--- config.mk ---
export PLATFORM = sky130hd
export DESIGN_NAME = cog_ctrx_flat
export DESIGN_NICKNAME = d
export VERILOG_FILES = /design/src/rtl/cog_ctrx_if.sv /design/src/rtl/cog_ctrx.sv /design/src/flat_wrapper.sv
export SDC_FILE = /design/constraint.sdc
export NUM_CORES = 1
export LEC_CHECK = 0
export BUFFER_PORTS_ARGS = -buffer_cell sky130_fd_sc_hd__buf_2
export CAP_MARGIN = 10
export CORE_MARGIN = 8
export CORE_UTILIZATION = 53
export CTS_BUF_LIST = sky130_fd_sc_hd__clkbuf_8 sky130_fd_sc_hd__clkbuf_16
export CTS_CLUSTER_DIAMETER = 150
export DETAILED_ROUTE_END_ITERATION = 16
export GPL_TIMING_DRIVEN = 0
export HOLD_SLACK_MARGIN = 0.08
export MAX_ROUTING_LAYER = met4
export PLACE_DENSITY = 0.72
export RECOVER_POWER = 25
export SLEW_MARGIN = 20
export SYNTH_ARGS = -nofsm -noshare
export SYNTH_HDL_FRONTEND = slang
export SYNTH_SLANG_ARGS = --single-unit
--- constraint.sdc ---
create_clock -name clk_cog -period 8.7 [get_ports clk_cog]
set_input_delay 1.305 -clock clk_cog [delete_from_list [all_inputs] [get_ports clk_cog]]
set_output_delay 1.305 -clock clk_cog [all_outputs]
set_load 0.02 [all_outputs]
--- src/rtl/cog_ctrx_if.sv ---
// Register bus of the cog counter block: write strobes, channel select, event
// clears and the combinational read-back of the selected channel.
interface cog_ctrx_if #(
  parameter int CHANNELS = 2,
  parameter int WIDTH    = 32
);
  logic                setctr;
  logic                setfrq;
  logic                setphs;
  logic                setper;
  logic [1:0]          sel;
  logic [31:0]         data;
  logic [CHANNELS-1:0] clrevt;
  logic [WIDTH:0]      phs_rd;
  logic [WIDTH-1:0]    cap_rd;
  logic [CHANNELS-1:0] evt;

  modport master (
    output setctr, setfrq, setphs, setper, sel, data, clrevt,
    input  phs_rd, cap_rd, evt
  );

  modport slave (
    input  setctr, setfrq, setphs, setper, sel, data, clrevt,
    output phs_rd, cap_rd, evt
  );
endinterface

--- src/rtl/cog_ctrx.sv ---
// Multi-channel cog counter: NCO, duty, PWM, level/edge counting and capture.
// Each channel owns ctr/frq/per/phs/cap, a 2-bit pin history and a sticky event.
module cog_ctrx #(
  parameter int CHANNELS = 2,
  parameter int WIDTH    = 32,
  parameter int PINS     = 32
) (
  input  logic            clk_cog,
  input  logic            nres,
  cog_ctrx_if.slave       bus,
  input  logic [PINS-1:0] pin_in,
  output logic [PINS-1:0] pin_out
);

  localparam logic [3:0] MODE_NCO_SE    = 4'd1;
  localparam logic [3:0] MODE_NCO_DIFF  = 4'd2;
  localparam logic [3:0] MODE_DUTY_SE   = 4'd3;
  localparam logic [3:0] MODE_DUTY_DIFF = 4'd4;
  localparam logic [3:0] MODE_PWM       = 4'd5;
  localparam logic [3:0] MODE_LEVEL_HI  = 4'd6;
  localparam logic [3:0] MODE_LEVEL_LO  = 4'd7;
  localparam logic [3:0] MODE_EDGE_RISE = 4'd8;
  localparam logic [3:0] MODE_EDGE_FALL = 4'd9;
  localparam logic [3:0] MODE_CAPTURE   = 4'd10;

  // Pins are widened to 32 so any 5-bit index is legal; indices >= PINS see 0
  // on input and land in bits that are dropped on output.
  logic [31:0]            pin_in_ext;
  logic [3:0][WIDTH:0]    phs_all;
  logic [3:0][WIDTH-1:0]  cap_all;
  logic [3:0][31:0]       drive_all;
  logic [3:0]             evt_all;
  logic [31:0]            pin_all;
  logic                   unused_top;

  assign pin_in_ext = 32'(pin_in);

  genvar gi;
  generate
    for (gi = 0; gi < 4; gi++) begin : g_ch
      if (gi < CHANNELS) begin : g_live
        logic [31:0]      ctr_reg, ctr_next;
        logic [WIDTH-1:0] frq_reg, frq_next;
        logic [WIDTH-1:0] per_reg, per_next;
        logic [WIDTH-1:0] cap_reg, cap_next;
        logic [WIDTH:0]   phs_reg, phs_next;
        logic [WIDTH:0]   sum;
        logic [1:0]       dly_reg, dly_next;
        logic             evt_reg, evt_next;
        logic [3:0]       mode;
        logic [4:0]       a_idx, b_idx;
        logic             wr_hit, rise, fall, active;
        logic             a_out, b_out, evt_carry, evt_cap;
        logic             unused_ctr;

        assign mode       = ctr_reg[29:26];
        assign b_idx      = ctr_reg[12:8];
        assign a_idx      = ctr_reg[4:0];
        assign unused_ctr = &{1'b0, ctr_reg[31:30], ctr_reg[25:13], ctr_reg[7:5]};
        assign wr_hit     = (bus.sel == 2'(gi));
        assign sum        = {1'b0, phs_reg[WIDTH-1:0]} + {1'b0, frq_reg};
        assign rise       = (dly_reg == 2'b01);
        assign fall       = (dly_reg == 2'b10);
        assign active     = (mode != 4'd0) && (mode <= MODE_CAPTURE);

        always_comb begin
          ctr_next  = ctr_reg;
          frq_next  = frq_reg;
          per_next  = per_reg;
          cap_next  = cap_reg;
          phs_next  = phs_reg;
          dly_next  = dly_reg;
          evt_carry = 1'b0;
          evt_cap   = 1'b0;
          a_out     = 1'b0;
          b_out     = 1'b0;

          if (active) begin
            dly_next = {dly_reg[0], pin_in_ext[a_idx]};
          end

          case (mode)
            MODE_NCO_SE, MODE_NCO_DIFF: begin
              phs_next  = sum;
              evt_carry = sum[WIDTH];
              a_out     = phs_reg[WIDTH-1];
              b_out     = (mode == MODE_NCO_DIFF) && !phs_reg[WIDTH-1];
            end
            MODE_DUTY_SE, MODE_DUTY_DIFF: begin
              phs_next  = sum;
              evt_carry = sum[WIDTH];
              a_out     = phs_reg[WIDTH];
              b_out     = (mode == MODE_DUTY_DIFF) && !phs_reg[WIDTH];
            end
            MODE_PWM: begin
              // Period is per+1 cycles; per == 0 pins phs at 0 and wraps every cycle.
              a_out = (phs_reg[WIDTH-1:0] < frq_reg);
              if (phs_reg[WIDTH-1:0] == per_reg) begin
                phs_next  = '0;
                evt_carry = 1'b1;
              end else begin
                phs_next = {1'b0, phs_reg[WIDTH-1:0]} + (WIDTH+1)'(1);
              end
            end
            MODE_LEVEL_HI: begin
              if (dly_reg[0]) phs_next = sum;
            end
            MODE_LEVEL_LO: begin
              if (!dly_reg[0]) phs_next = sum;
            end
            MODE_EDGE_RISE: begin
              if (rise) phs_next = sum;
            end
            MODE_EDGE_FALL: begin
              if (fall) phs_next = sum;
            end
            MODE_CAPTURE: begin
              phs_next = sum;
              if (rise) begin
                cap_next = phs_reg[WIDTH-1:0];
                evt_cap  = 1'b1;
              end
            end
            default: ;
          endcase

          // A direct phs write wins over this cycle's accumulation and its carry.
          if (wr_hit) begin
            if (bus.setctr) ctr_next = bus.data;
            if (bus.setfrq) frq_next = bus.data[WIDTH-1:0];
            if (bus.setper) per_next = bus.data[WIDTH-1:0];
            if (bus.setphs) begin
              phs_next  = {1'b0, bus.data[WIDTH-1:0]};
              evt_carry = 1'b0;
            end
          end

          evt_next = (evt_reg & ~bus.clrevt[gi]) | evt_carry | evt_cap;
        end

        always_ff @(posedge clk_cog or negedge nres) begin
          if (!nres) begin
            ctr_reg <= '0;
            frq_reg <= '0;
            per_reg <= '0;
            cap_reg <= '0;
            phs_reg <= '0;
            dly_reg <= '0;
            evt_reg <= 1'b0;
          end else begin
            ctr_reg <= ctr_next;
            frq_reg <= frq_next;
            per_reg <= per_next;
            cap_reg <= cap_next;
            phs_reg <= phs_next;
            dly_reg <= dly_next;
            evt_reg <= evt_next;
          end
        end

        assign phs_all[gi]   = phs_reg;
        assign cap_all[gi]   = cap_reg;
        assign evt_all[gi]   = evt_reg;
        assign drive_all[gi] = (32'(a_out) << a_idx) | (32'(b_out) << b_idx);
      end else begin : g_absent
        // Unpopulated slots read back as zero and drive no pins.
        assign phs_all[gi]   = '0;
        assign cap_all[gi]   = '0;
        assign evt_all[gi]   = 1'b0;
        assign drive_all[gi] = '0;
      end
    end
  endgenerate

  assign bus.phs_rd = phs_all[bus.sel];
  assign bus.cap_rd = cap_all[bus.sel];
  assign bus.evt    = evt_all[CHANNELS-1:0];

  always_comb begin
    pin_all = drive_all[0] | drive_all[1] | drive_all[2] | drive_all[3];
  end

  assign pin_out    = pin_all[PINS-1:0];
  assign unused_top = &{1'b0, bus.data, pin_all, evt_all};

endmodule

--- src/flat_wrapper.sv ---
// flat-port wrapper written by rule: the top's interface ports become plain ports
module cog_ctrx_flat 
#(
  parameter int CHANNELS = 2,
  parameter int WIDTH    = 32,
  parameter int PINS     = 32
)
  (clk_cog, nres, pin_in, pin_out, bus_setctr, bus_setfrq, bus_setphs, bus_setper, bus_sel, bus_data, bus_clrevt, bus_phs_rd, bus_cap_rd, bus_evt);
  cog_ctrx_if #(.CHANNELS(CHANNELS), .WIDTH(WIDTH)) bus_i ();
  input  logic clk_cog;
  input  logic nres;
  input  logic [PINS-1:0] pin_in;
  output logic [PINS-1:0] pin_out;
  input wire logic [$bits(bus_i.setctr)-1:0] bus_setctr;
  input wire logic [$bits(bus_i.setfrq)-1:0] bus_setfrq;
  input wire logic [$bits(bus_i.setphs)-1:0] bus_setphs;
  input wire logic [$bits(bus_i.setper)-1:0] bus_setper;
  input wire logic [$bits(bus_i.sel)-1:0] bus_sel;
  input wire logic [$bits(bus_i.data)-1:0] bus_data;
  input wire logic [$bits(bus_i.clrevt)-1:0] bus_clrevt;
  output wire logic [$bits(bus_i.phs_rd)-1:0] bus_phs_rd;
  output wire logic [$bits(bus_i.cap_rd)-1:0] bus_cap_rd;
  output wire logic [$bits(bus_i.evt)-1:0] bus_evt;
  assign bus_i.setctr = bus_setctr;
  assign bus_i.setfrq = bus_setfrq;
  assign bus_i.setphs = bus_setphs;
  assign bus_i.setper = bus_setper;
  assign bus_i.sel = bus_sel;
  assign bus_i.data = bus_data;
  assign bus_i.clrevt = bus_clrevt;
  assign bus_phs_rd = bus_i.phs_rd;
  assign bus_cap_rd = bus_i.cap_rd;
  assign bus_evt = bus_i.evt;
  cog_ctrx #(.CHANNELS(CHANNELS), .WIDTH(WIDTH), .PINS(PINS)) u_core (.clk_cog(clk_cog), .nres(nres), .bus(bus_i), .pin_in(pin_in), .pin_out(pin_out));
endmodule
==> key figures <==
Setup path
  • Critical Path Start Type: input port
  • Worst Path Arrival: 5.63 ns
  • Critical path capture point type: asynchronous set/reset pin
  • Crit path depth: 2
  • Buf/Inv on CP: 2
  • CP dominant cell by count: clkbuf_1
  • Cell Chain, Critical Path: clkbuf_1 > clkbuf_1
  • Top delay family on crit path: buffers and inverters
  • Reg2Reg Depth: 9
  • Path type of the worst setup path: input port to asynchronous set/reset pin
  • Critical Path Fanout Max: 78
  • CP max-delay cell: clkbuf_1
  • Crit path largest cell delay: 3.16 ns
  • CP required: 8.32 ns

STA
  • Setup_tns: 0 ns
  • F_max: 0.166 GHz
  • Unrepaired setup endpoints after global routing: no
  • Final hold vios: 0
  • Max-slew violation count: 104
  • Final count of negative-setup-slack endpoints: 0
  • Slew HR: -1.94
  • Crit share post-route: 0.691
  • Period minus WS final: 6.01 ns
  • Clock skew: 0.0221 ns
  • Tightest Pin Transition: 4.41 ns

Yosys
  • Seq/Total Area, Yosys: 0.336
  • Async SR Flop Fraction: 1.00
  • Area contributors post-synth: dfrtp_1 34%, mux2_2 9.9%, ha_1 7.5%, nor2_1 4.2%, a21oi_1 3.6%
  • Ys Warns: 0
  • Post-Syn Area per Cell: 9.09 sq um
  • Area share of the largest cell type after synthesis: 0.336
  • Most area-hungry cell type in the Yosys netlist: dfrtp_1
  • Synthesized area: 21800 sq um
  • Post-synth EDFFs: 0
  • Syn nets: 2601
  • Mapped Cells: 2395
  • Flops & latches, synth: 292
  • Synth unique cells: 86
  • Top_reg_cell synth: dfrtp_1

Cells and area
  • Max reg flops: 66
  • Most frequent cells in the layout: 292 x dfrtp_1, 241 x nor2_1, 191 x mux2_2, 183 x buf_2, 156 x a21oi_1
  • NumNets Final: 2814
  • Ant diodes: 0
  • Share of post-route cells with drive strength above 1: 0.189
  • Fin cells: 3167
  • Commonest non-fill, non-tap cell in the layout: dfrtp_1
  • Syn-to-layout area delta: 13.3%

Routing
  • Drt first-iter violations: 2235
  • Routed len/inst: 24.3 microns
  • Met1 wire length: 31.4 mm
  • Met3 WL: 5.83 mm
  • Met2 wire len: 36.1 mm
  • DRT Pass-1 Iters: 8
  • Drt total wl: 77.1 mm
  • ANT nets after route: 0
  • Vias per cell: 6.37
  • Top Metal Used: met4
  • Drt drc: 0
  • Vias: 20178

Clock network
  • Postcts setup bufs: 0
  • Clock sinks: 292
  • Total CTS buffers: 36
  • Clock latency on the worst-skew pair: 0.56 ns
  • CTS tree: yes
  • CTS clk-pin slew, worst paths: 0.06 ns
  • Post-CTS resize count: 0
  • Hold_buf cts: 0
  • Maximum level of the CTS H-tree: 2
  • CTS max path bufs: 3
  • Clock root cell: clkbuf_16

Power and ir drop
  • P_leak: 11.0 nW
  • Peak VDD IR: 237 uV
  • Pwr dens: 347 nW/um^2

Worst hold path
  • Hold WC Path Type: flop to flop
  • Hold Path Stages: 1

Floorplanning
  • Die area: 47800 sq um
  • Starting Density: 0.535
  • Horiz. Die Dim: 219 microns
  • Core box area: 40700 sq um
  • IO Pins: 173
  • Die H: 219 microns
  • Core Rows: 74

Global route
  • GRT Resource Usage Total: 0.323
  • Largest net degree at the start of global routing: 97
  • Vias in the first global route: 19820
  • First-pass GRT wire length: 116 mm
  • Grt ovf: 0
  • Initial antenna violation count: 0

Place
  • Detailed Place HPWL: 59.2 mm
  • Routability congestion estimate: 0.981
  • Buffers on Ports: 172
  • Cell count after placement: 3102

Status
  • Failing checks: max-capacitance violations, max-slew violations
  • Run status: finished, violations left

Flow run
  • Max cap viols: 2
cells in the mapped netlist, drive strengths merged, types with 22 or more instances:
cell type  instances
dfrtp            292
nor4              35
mux2i             71
nor3              50
ha               130
nand2b            24
o21ai            146
inv              128
a21oi            156
nand4             22
nand3             44
buf               43
clkbuf           113
nor2b             37
xor2              79
nand2            137
xnor2             49
a31oi             34
nor2             241
mux2             191
per-layer routing:
metal / track usage / up-vias
li1: - / 9083
met1: 0.412 / 9944
met2: 0.508 / 933
met3: 0.0471 / 218
met4: 0.146 / 0
met5: - / -
cells by family (layout without fill, tap and decap cells):
logic type	after synthesis	after routing	share of synthesized area
buffers and inverters	284	524	0.0503
adder cells (fa/ha/maj)	132	132	0.0765
multiplexers	282	282	0.152
AND/OR/NAND/NOR	693	693	0.157
AO/OA/AOI/OAI	584	584	0.177
flip-flops	292	292	0.336
XOR/XNOR	128	128	0.0515
area by class of cell:
| type | instances | area, sq um |
|---|---|---|
| Fill cell | 3575 | 16100 |
| Tap cell | 532 | 666 |
| Multi-Input combinational cell | 1819 | 13400 |
| Clock inverter | 21 | 278 |
| Sequential cell | 292 | 7310 |
| Timing Repair Buffer | 175 | 918 |
| Buffer | 156 | 616 |
| Inverter | 128 | 480 |
| Clock buffer | 44 | 1010 |
per-stage QoR:
stage               utilization  setup WS (ns)  area, sq um  power [mW]  hold slack (ns)
floorplan                     -           4.63        21800        5.39            0.449
global placement          0.572          0.819        23300        6.69            0.486
detailed placement        0.575           3.34        23400        6.80            0.492
CTS                       0.606           2.75        24700        8.46            0.505
global route              0.606           1.63        24700        9.04            0.516
finish                    0.606           2.69        24700        8.55            0.504
power breakdown:
group          leakage (nW)  switching (mW)  internal [mW]
sequential             3.55           0.532           1.80
clock                 0.640           0.648          0.986
combinational          6.79            2.82           1.77
total                  11.0            4.00           4.56
worst paths after layout:
path,slack [ns],endpoint,startpoint
setup reg to reg,4.85,u_core.g_ch[1].g_live.evt_reg$_DFF_PN0_,u_core.g_ch[1].g_live.phs_reg[17]$_DFF_PN0_
hold reg to reg,0.50,u_core.g_ch[0].g_live.cap_reg[13]$_DFFE_PN0P_,u_core.g_ch[0].g_live.cap_reg[13]$_DFFE_PN0P_
max in group clk_cog,2.72,pin_out[1],u_core.g_ch[1].g_live.phs_reg[25]$_DFF_PN0_
setup / recovery,2.69,u_core.g_ch[1].g_live.phs_reg[13]$_DFF_PN0_,nres
hold / removal,0.50,u_core.g_ch[0].g_live.cap_reg[13]$_DFFE_PN0P_,u_core.g_ch[0].g_live.cap_reg[13]$_DFFE_PN0P_
min in group asynchronous,1.11,u_core.g_ch[0].g_live.frq_reg[6]$_DFFE_PN0P_,nres
(Power assumes the default switching activity.)
